<file path="src/rtl/uart_pkg.sv">
// uart_pkg: shared definitions for the UART receiver slice.
//   - rx_state_e     : receiver FSM state encoding
//   - DBIT_MIN/MAX   : legal data-bit range
//   - os_legal()     : legal oversample ratios (8/16/32)
//   - cnt_width()    : tick-counter width for a given oversample / stop length
// Optional feature macro: UART_RX_PARITY_EN adds the PARITY state.
package uart_pkg;

  localparam int DBIT_MIN = 5;
  localparam int DBIT_MAX = 9;

  typedef enum logic [2:0] {
    ST_IDLE   = 3'd0,
    ST_START  = 3'd1,
    ST_DATA   = 3'd2,
`ifdef UART_RX_PARITY_EN
    ST_PARITY = 3'd3,
`endif
    ST_STOP   = 3'd4
  } rx_state_e;

  function automatic bit os_legal(input int os);
    return (os == 8) || (os == 16) || (os == 32);
  endfunction

  // Counter only has to reach max-1, so clog2(max) bits suffice.
  function automatic int cnt_width(input int a, input int b);
    int m;
    m = (a > b) ? a : b;
    return $clog2(m);
  endfunction

endpackage

</file>
<file path="src/rtl/uart_rx_sync.sv">
// uart_rx_sync: 2-flop synchronizer for the asynchronous serial line.
// Both flops reset to 1 so a reset never looks like a start bit.
// Ports:
//   clk   - clock, rising edge
//   reset - synchronous, active-high
//   d     - asynchronous input
//   q     - synchronized output (2 clk latency)
module uart_rx_sync (
  input  logic clk,
  input  logic reset,
  input  logic d,
  output logic q
);

  logic meta;

  always_ff @(posedge clk) begin
    if (reset) begin
      meta <= 1'b1;
      q    <= 1'b1;
    end else begin
      meta <= d;
      q    <= meta;
    end
  end

endmodule

</file>
<file path="src/rtl/uart_rx_ext.sv">
// uart_rx_ext: oversampling UART receiver with 3-sample majority voting,
// frame-error and break detection, and optional parity checking.
// Optional feature macro: UART_RX_PARITY_EN (PARITY state, parity_err port).
// Ports:
//   clk          - sole clock, rising edge
//   reset        - synchronous, active-high
//   s_tick       - oversample enable strobe (OVERSAMPLE ticks per bit)
//   rx           - asynchronous serial line, idle high
//   dout         - received word, LSB first on the line; held between frames
//   rx_done_tick - one-clk pulse when a frame completes
//   frame_err    - stop bit sampled low; valid with rx_done_tick
//   break_tick   - all data bits and stop bit low; pulses with rx_done_tick
//   parity_err   - parity mismatch; valid with rx_done_tick (macro only)
module uart_rx_ext
  import uart_pkg::*;
#(
  parameter int DBIT       = 8,
  parameter int OVERSAMPLE = 16,
  parameter int STOP_TICKS = 16,
  parameter int PARITY_ODD = 0
) (
  input  logic            clk,
  input  logic            reset,
  input  logic            s_tick,
  input  logic            rx,
  output logic [DBIT-1:0] dout,
  output logic            rx_done_tick,
  output logic            frame_err,
`ifdef UART_RX_PARITY_EN
  output logic            parity_err,
`endif
  output logic            break_tick
);

  localparam int CW = cnt_width(OVERSAMPLE, STOP_TICKS);

  // Stop sampling happens at OVERSAMPLE-1, so the stop phase must be at
  // least one full bit long.
  if (DBIT < DBIT_MIN || DBIT > DBIT_MAX || !os_legal(OVERSAMPLE) ||
      STOP_TICKS < OVERSAMPLE || PARITY_ODD < 0 || PARITY_ODD > 1) begin : g_bad_param
    $error("uart_rx_ext: illegal parameter set");
  end

  logic rx_s;

  uart_rx_sync u_sync (
    .clk  (clk),
    .reset(reset),
    .d    (rx),
    .q    (rx_s)
  );

  rx_state_e       state_q, state_d;
  logic [CW-1:0]   cnt_q, cnt_d;
  logic [3:0]      bcnt_q, bcnt_d;
  logic [DBIT-1:0] shreg_q;
  logic [1:0]      hist_q;
  logic            stop_err_q, stop_err_d;
  logic            maj;
  logic            os_end;
  logic            data_smp, stop_smp, frame_end;
`ifdef UART_RX_PARITY_EN
  logic            par_err_q;
  logic            par_smp;
`endif

  // hist_q holds the two previous tick samples, so at count OVERSAMPLE-1 the
  // vote covers counts OVERSAMPLE-3, -2 and -1.
  assign maj    = (hist_q[1] & hist_q[0]) | (hist_q[1] & rx_s) | (hist_q[0] & rx_s);
  assign os_end = (cnt_q == CW'(OVERSAMPLE - 1));

  // State register (reset wins over s_tick)
  always_ff @(posedge clk) begin
    if (reset) begin
      state_q <= ST_IDLE;
      cnt_q   <= '0;
      bcnt_q  <= '0;
    end else begin
      state_q <= state_d;
      cnt_q   <= cnt_d;
      bcnt_q  <= bcnt_d;
    end
  end

  // Next-state logic; nothing moves without s_tick
  always_comb begin
    state_d = state_q;
    cnt_d   = cnt_q;
    bcnt_d  = bcnt_q;
    if (s_tick) begin
      case (state_q)
        ST_IDLE: begin
          if (!rx_s) begin
            state_d = ST_START;
            cnt_d   = '0;
            bcnt_d  = '0;
          end
        end
        ST_START: begin
          if (cnt_q == CW'(OVERSAMPLE / 2 - 1)) begin
            cnt_d   = '0;
            state_d = rx_s ? ST_IDLE : ST_DATA;  // high mid-start = glitch
          end else begin
            cnt_d = cnt_q + CW'(1);
          end
        end
        ST_DATA: begin
          if (os_end) begin
            cnt_d = '0;
            if (bcnt_q == 4'(DBIT - 1)) begin
`ifdef UART_RX_PARITY_EN
              state_d = ST_PARITY;
`else
              state_d = ST_STOP;
`endif
            end else begin
              bcnt_d = bcnt_q + 4'd1;
            end
          end else begin
            cnt_d = cnt_q + CW'(1);
          end
        end
`ifdef UART_RX_PARITY_EN
        ST_PARITY: begin
          if (os_end) begin
            cnt_d   = '0;
            state_d = ST_STOP;
          end else begin
            cnt_d = cnt_q + CW'(1);
          end
        end
`endif
        ST_STOP: begin
          if (cnt_q == CW'(STOP_TICKS - 1)) begin
            cnt_d   = '0;
            state_d = ST_IDLE;
          end else begin
            cnt_d = cnt_q + CW'(1);
          end
        end
        default: begin
          state_d = ST_IDLE;
          cnt_d   = '0;
        end
      endcase
    end
  end

  // Output decode: sample strobes and frame completion
  always_comb begin
    data_smp   = s_tick && (state_q == ST_DATA) && os_end;
    stop_smp   = s_tick && (state_q == ST_STOP) && os_end;
    frame_end  = s_tick && (state_q == ST_STOP) && (cnt_q == CW'(STOP_TICKS - 1));
    // With a one-bit stop phase the stop sample and frame end share an edge,
    // so the flags use the bypassed value.
    stop_err_d = stop_smp ? ~maj : stop_err_q;
`ifdef UART_RX_PARITY_EN
    par_smp    = s_tick && (state_q == ST_PARITY) && os_end;
`endif
  end

  // Datapath and registered outputs
  always_ff @(posedge clk) begin
    if (reset) begin
      hist_q       <= 2'b11;
      shreg_q      <= '0;
      stop_err_q   <= 1'b0;
      dout         <= '0;
      rx_done_tick <= 1'b0;
      frame_err    <= 1'b0;
      break_tick   <= 1'b0;
`ifdef UART_RX_PARITY_EN
      par_err_q    <= 1'b0;
      parity_err   <= 1'b0;
`endif
    end else begin
      if (s_tick)
        hist_q <= {hist_q[0], rx_s};
      // Shift right: after DBIT samples the first-received bit sits at [0]
      if (data_smp)
        shreg_q <= {maj, shreg_q[DBIT-1:1]};
      stop_err_q   <= stop_err_d;
      rx_done_tick <= frame_end;
      frame_err    <= frame_end & stop_err_d;
      break_tick   <= frame_end & stop_err_d & (shreg_q == '0);
      if (frame_end)
        dout <= shreg_q;
`ifdef UART_RX_PARITY_EN
      if (par_smp)
        par_err_q <= (^{shreg_q, maj}) ^ 1'(PARITY_ODD);
      parity_err <= frame_end & par_err_q;
`endif
    end
  end

endmodule

</file>
<file path="config.mk">
export PLATFORM = sky130hd
export DESIGN_NAME = uart_rx_ext
export DESIGN_NICKNAME = d
export VERILOG_FILES = /design/src/rtl/uart_pkg.sv /design/src/rtl/uart_rx_sync.sv /design/src/rtl/uart_rx_ext.sv
export SDC_FILE = /design/constraint.sdc
export NUM_CORES = 1
export LEC_CHECK = 0
export BUFFER_PORTS_ARGS = -buffer_cell sky130_fd_sc_hd__buf_2
export CORE_AREA = 4 4 63 60
export DETAILED_ROUTE_END_ITERATION = 16
export DIE_AREA = 0 0 67 64
export PLACE_DENSITY = 0.67
export SYNTH_ARGS = -nofsm -noshare
export SYNTH_HDL_FRONTEND = slang
export SYNTH_SLANG_ARGS = --single-unit
</file>
<file path="constraint.sdc">
create_clock -name clk -period 3.3 [get_ports clk]
set_clock_uncertainty 0.2 [all_clocks]
set_input_delay 0.825 -clock clk [delete_from_list [all_inputs] [get_ports clk]]
set_output_delay 0.825 -clock clk [all_outputs]
set_load 0.02 [all_outputs]
</file>
**Word-level counts from Yosys, hierarchy flattened**

Index checks and enable logic that the tools add are counted.

- Input bits: 4
- Flip-flop bits (word level): 35
- Logic and storage cells: 60
- Output and inout bits: 11

- Add/subtract/negate cells: 2
- Mux-type cells: 15
- Eq/ne operators: 12
- Reductions and logical operators: 11
- Bitwise logic cells: 8

Operators by type and width:

| operator | number |
|---|---|
| two-way mux 4 bit | 5 |
| two-way mux 3 bit | 5 |
| != test 2 bit (second input constant) | 6 |
| one-hot mux 3 bit (4 select lines) | 1 |
| one-hot mux 4 bit (3 select lines) | 1 |
| adder 4 x 1 -> 4 bit (second input constant) | 2 |
| == test 4 x 3 -> 1 bit (second input constant) | 2 |
| zero test 8 bit | 1 |
| one-hot mux 4 bit (2 select lines) | 1 |
| AND reduction 6 bit | 1 |
| bitwise AND 1 bit | 5 |
| AND reduction 5 bit | 1 |
| == test 4 bit (second input constant) | 1 |
| logical AND 1 bit | 4 |
| == test 3 x 1 -> 1 bit (second input constant) | 1 |
| == test 3 x 2 -> 1 bit (second input constant) | 1 |
| == test 3 bit (second input constant) | 1 |
| zero test 3 bit | 1 |
| two-way mux 2 bit | 1 |
| OR 1 bit | 2 |
| AND reduction 2 bit | 1 |
| nonzero test 2 bit | 1 |
| OR reduction 2 bit | 1 |
| two-way mux 1 bit | 1 |
| inverter 1 bit | 1 |

**Logic depth before layout (Yosys ltp)**

- Depth in word-level cells: 7
- Gate-level depth with buffers: 6
- Mapped depth without buffers: 5

**By module**

Synthesis repeated with hierarchy kept, for this count alone.

- Cell total of the unflattened synthesis: 153
- Area total of the unflattened synthesis: 1473.9 um^2

Modules (own cells, without submodules):

| module | cells each | sequential area each (um^2) | times used | area an instance (um^2) |
|---|---|---|---|---|
| uart_rx_ext | 149 | 640.6 | 1 | 1421.4 |
| uart_rx_sync | 4 | 40.0 | 1 | 52.6 |

**Least setup slack after synthesis**

Ideal clock, no wire load.

- Kind: input-to-reg
- From: in s_tick
- To: reg dout[1]
- Stages on the path: 5
- Library setup time: 0.128 ns
- Slack: 1.251 ns
- Path buffers: 1
- Data required time: 2.972 ns
- Arrival: 1.722 ns
- Cells stage by stage: nand4_2 -> nor4b_4 -> buf_6 -> mux2i_1 -> nor2_1

- Word-level cells in the longest chain between the ends: 2

RTL lines:

| item | RTL line | source |
|---|---|---|
| start, declared | uart_rx_ext.sv:24 | `input logic s_tick,` |
| logical AND 1 bit (2 in series) | uart_rx_ext.sv:153 | `frame_end = s_tick && (state_q == ST_STOP) && (cnt_q == CW'(STOP_TICKS - 1));` |
| end signal, assigned | uart_rx_ext.sv:187 | `dout <= shreg_q;` |
| end, declared | uart_rx_ext.sv:26 | `output logic [DBIT-1:0] dout,` |

No other way between the ends.
A chain may end at the register's enable or synchronous reset.

**Worst setup path after layout**

- From: reg cnt_q[0]
- To: reg break_tick

- Word-level cells in the longest chain between the ends: 5

RTL lines:

| item | RTL line | source |
|---|---|---|
| start, declared | uart_rx_ext.sv:54 | `logic [CW-1:0] cnt_q, cnt_d;` |
| start signal, assigned | uart_rx_ext.sv:80 | `cnt_q <= cnt_d;` |
| == test 4 bit * | uart_rx_ext.sv:70, uart_rx_ext.sv:153 |  |
| logical AND 1 bit * | uart_rx_ext.sv:152, uart_rx_ext.sv:153 |  |
| two-way mux 1 bit | uart_rx_ext.sv:156 | `stop_err_d = stop_smp ? ~maj : stop_err_q;` |
| bitwise AND 1 bit * (2 in series) | uart_rx_ext.sv:185 | `break_tick <= frame_end & stop_err_d & (shreg_q == '0);` |
| end signal, assigned | uart_rx_ext.sv:185 |  |
| end, declared | uart_rx_ext.sv:32 | `output logic break_tick` |

Mark *: on every way between the ends. The rest lies on a longest branch, timed or not.

==> results.py <==
metrics = {
    "critical_path": {
        "critical-path-slowest-cell": "sky130_fd_sc_hd__nor4b_4",
        "worstPathCellList": "ha_1, nand4_2, nor4b_4, nor3b_2, and3_1",
        "path_class": "register to register",
        "worst_ep_required_ps": 3380,
        "setup.worst_path.start_class": "register",
        "critical_path.max_stage_delay_ps": 710,
        "worst-endpoint-arrival_ps": 2450,
        "worst-path-max-fanout": 10,
        "sort_of_element_at_the_end_of_the_critical_path": "register",
    },
    "final_layout": {
        "syn2layout_area_growth_pct": 10.2,
        "mostFrequentLayoutCells": "34 x sky130_fd_sc_hd__dfxtp_1, 20 x sky130_fd_sc_hd__mux2i_1, 20 x sky130_fd_sc_hd__nor2_1",
        "diode_insertion_count_for_antenna_repair": 0,
        "final.fill_count": 306,
        "layout-drive-gt1-share": 0.217,
        "design_area_sq_mm": 0.00166,
        "layout.cells.most_common": "sky130_fd_sc_hd__dfxtp_1",
        "nets": 171,
    },
    "synth": {
        "post_synth.cell_area_avg_sq_um": 10.0,
        "synth.net_count": 156,
        "synth_flop_cell": "sky130_fd_sc_hd__dfxtp_1",
        "synth_sequential_area_ratio": 0.453,
        "share_of_synthesized_registers_carrying_an_async_set_or_reset": 0,
        "synth.cell_area_sq_mm": 0.00150,
        "post-synth-top-area-cell": "sky130_fd_sc_hd__dfxtp_1",
        "number_of_synthesized_flops_with_an_enable_pin": 0,
        "postSynthRegisterBits": 34,
        "synth_cell_type_count": 44,
        "synthDominantCellAreaShare": 0.453,
        "synth_warnings": 0,
        "gate_count_after_technology_mapping": 150,
        "netlist_top_cells_area": "sky130_fd_sc_hd__dfxtp_1 45%, sky130_fd_sc_hd__mux2i_1 13%, sky130_fd_sc_hd__nor2_1 5.0%",
    },
    "run_status": {
        "status": "completed",
    },
    "clock_tree": {
        "htree_levels": 2,
        "post_cts.resized_instances": 0,
        "worstSkewPairLatency_ps": 340,
        "cts_sinks": 34,
        "post_cts_buffers": 0,
        "clkSlewWorstSetupHoldPaths_ps": 110,
        "cts_inserted_buffers": 5,
        "cts_hold_repair.buffers": 0,
        "clock_tree_from_tritoncts": "built",
        "clockRootBuffer": "sky130_fd_sc_hd__clkbuf_4",
        "clockBufferDepth": 2,
    },
    "power": {
        "p_leak_nw": 0.627,
        "cellInternalPower_mw": 0.527,
        "fin_total_pwr_mw": 0.695,
        "worst_vdd_drop_mv": 0.274,
        "power_frac_comb": 0.045,
        "sequentialPowerShare": 0.602,
        "power_switching_share": 0.242,
        "clockPowerShare": 0.353,
        "total_switching_power_mw": 0.169,
        "power_density_mw_per_mm2": 419,
    },
    "sta": {
        "hold_viol_final": 0,
        "setup_viol": 0,
        "setup_total_negative_slack_ps": 0,
        "timing_max_transition_violations_final": 0,
        "rsz_0062_raised_after_global_routing": "false",
        "hold_slack_ps": 217,
        "relative_slew_slack": 0.493,
        "timing.final.crit_share": 0.718,
        "worst-slew-pin-transition_ps": 757,
        "final_period_minus_worst_setup_slack_ps": 2370,
        "maxClockFrequency_mhz": 422,
    },
    "global_routing": {
        "grt_first_pass_wirelength_microns": 5130,
        "grt_pass1_vias": 1162,
        "gr-usage-all-layers": 0.157,
        "grt_antenna_before_repair": 0,
        "global_route.overflow_total": 0,
        "grt_max_degree": 27,
    },
    "floorplanning": {
        "io_pins": 15,
        "row_count": 20,
        "floorplan.core_area_sq_mm": 0.00318,
        "fp.dieW_microns": 67,
        "fp.dieH_microns": 64,
        "start_util": 0.473,
        "fp.dieArea_sq_mm": 0.00429,
    },
    "drt": {
        "drt_iter0_drc": 68,
        "final_antenna_net_count": 0,
        "drt_drc_violations_left": 0,
        "finalWirelength_microns": 2900,
        "mean_routed_wirelength_per_cell_microns": 13.8,
        "vias": 1142,
        "drt-pass1-iter-count": 6,
        "drt-vias-per-instance": 5.44,
    },
    "placed_design": {
        "port_buffers": 14,
        "detailed_place_hpwl_microns": 2010,
        "dpl-instance-area_sq_mm": 0.00159,
        "finalWeightedCongestion": 0.838,
    },
    "worst_hold_path": {
        "holdCritPathClass": "register to register",
    },
    "run": {
        "max_cap_violations": 0,
    },
}
-- worst paths after layout --
kind	start	to	slack (ps)	cells after the start
worst min-delay path	u_sync.meta	u_sync.q	220	1
worst max-delay path	cnt_q[0]	break_tick	930	5
worst min register to register	u_sync.meta	u_sync.q	220	1
worst max register to register	cnt_q[0]	break_tick	930	5
-- sequential cells by signal, indices dropped and copies added (netlist names) --
name,flops
bcnt_q,4
state_q,3
rx_done_tick,1
u_sync.q,1
break_tick,1
u_sync.meta,1
dout,8
cnt_q,4
hist_q,2
frame_err,1
shreg_q,8
-- power by group through the flow --
stage	combinational (mW)	sequential [mW]	clock [mW]
6_report	0.0313	0.419	0.245
5_1_grt	0.0349	0.420	0.270
4_1_cts	0.0315	0.419	0.255
3_5_place_dp	0.0316	0.428	0
3_3_place_gp	0.0299	0.428	0
2_1_floorplan	0.0271	0.424	0
-- area by class of cell --
type | count | area, sq um | area share
Timing Repair Buffer | 14 | 70.1 | 0.0423
Clock buffer | 6 | 51.3 | 0.0309
Multi-Input combinational cell | 108 | 781 | 0.471
Sequential cell | 34 | 681 | 0.411
Clock inverter | 2 | 12.5 | 0.00755
Inverter | 2 | 7.51 | 0.00453
Tap cell | 44 | 55.1 | 0.0332
-- synthesized netlist by cell type, types with 2 or more instances --
| library cell | instances |
|---|---|
| sky130_fd_sc_hd__clkbuf_1 | 3 |
| sky130_fd_sc_hd__nor2_1 | 20 |
| sky130_fd_sc_hd__a211oi_1 | 2 |
| sky130_fd_sc_hd__nand4_1 | 2 |
| sky130_fd_sc_hd__inv_1 | 2 |
| sky130_fd_sc_hd__nand3_1 | 6 |
| sky130_fd_sc_hd__nand4b_1 | 2 |
| sky130_fd_sc_hd__o21ai_0 | 2 |
| sky130_fd_sc_hd__or2_2 | 2 |
| sky130_fd_sc_hd__nand3b_1 | 2 |
| sky130_fd_sc_hd__dfxtp_1 | 34 |
| sky130_fd_sc_hd__a31oi_1 | 2 |
| sky130_fd_sc_hd__nand2_1 | 10 |
| sky130_fd_sc_hd__o31ai_1 | 2 |
| sky130_fd_sc_hd__ha_1 | 2 |
| sky130_fd_sc_hd__a21oi_1 | 7 |
| sky130_fd_sc_hd__mux2i_1 | 20 |
| sky130_fd_sc_hd__nor4_1 | 2 |
| sky130_fd_sc_hd__or4_1 | 3 |
-- routing by layer --
metal	up-vias	global-route usage	wire, microns	part of all wire
met2	23	0.266	1460	0.50
met1	546	0.175	1280	0.44
met5	-	0	0	0
met4	0	0.0861	52	0.018
li1	566	-	-	-
met3	7	0.0387	116	0.040
-- kinds of logic after synthesis --
logic type | after synthesis | synth area share
fa+ha+maj | 3 | 0.0233
compound gates | 22 | 0.109
mux | 20 | 0.133
flops | 34 | 0.453
xor+xnor | 1 | 0.00582
buf+inv | 8 | 0.0283
simple gates | 62 | 0.248
-- worst max-delay path: cells and delay by family, from the launching register on --
family,cells,cell delay (ps)
DFF,1,400
and+or+nand+nor,4,1430
adders and majority gates,1,290
-- stage by stage --
| stage | setup WS [ps] | instances | utilization |
|---|---|---|---|
| floorplan | 1250 | 150 | - |
| global placement | 746 | 202 | 0.502 |
| detailed placement | 647 | 202 | 0.502 |
| CTS | 909 | 210 | 0.522 |
| global route | 778 | 210 | 0.522 |
| finish | 932 | 210 | 0.522 |
(Power assumes the default switching activity.)
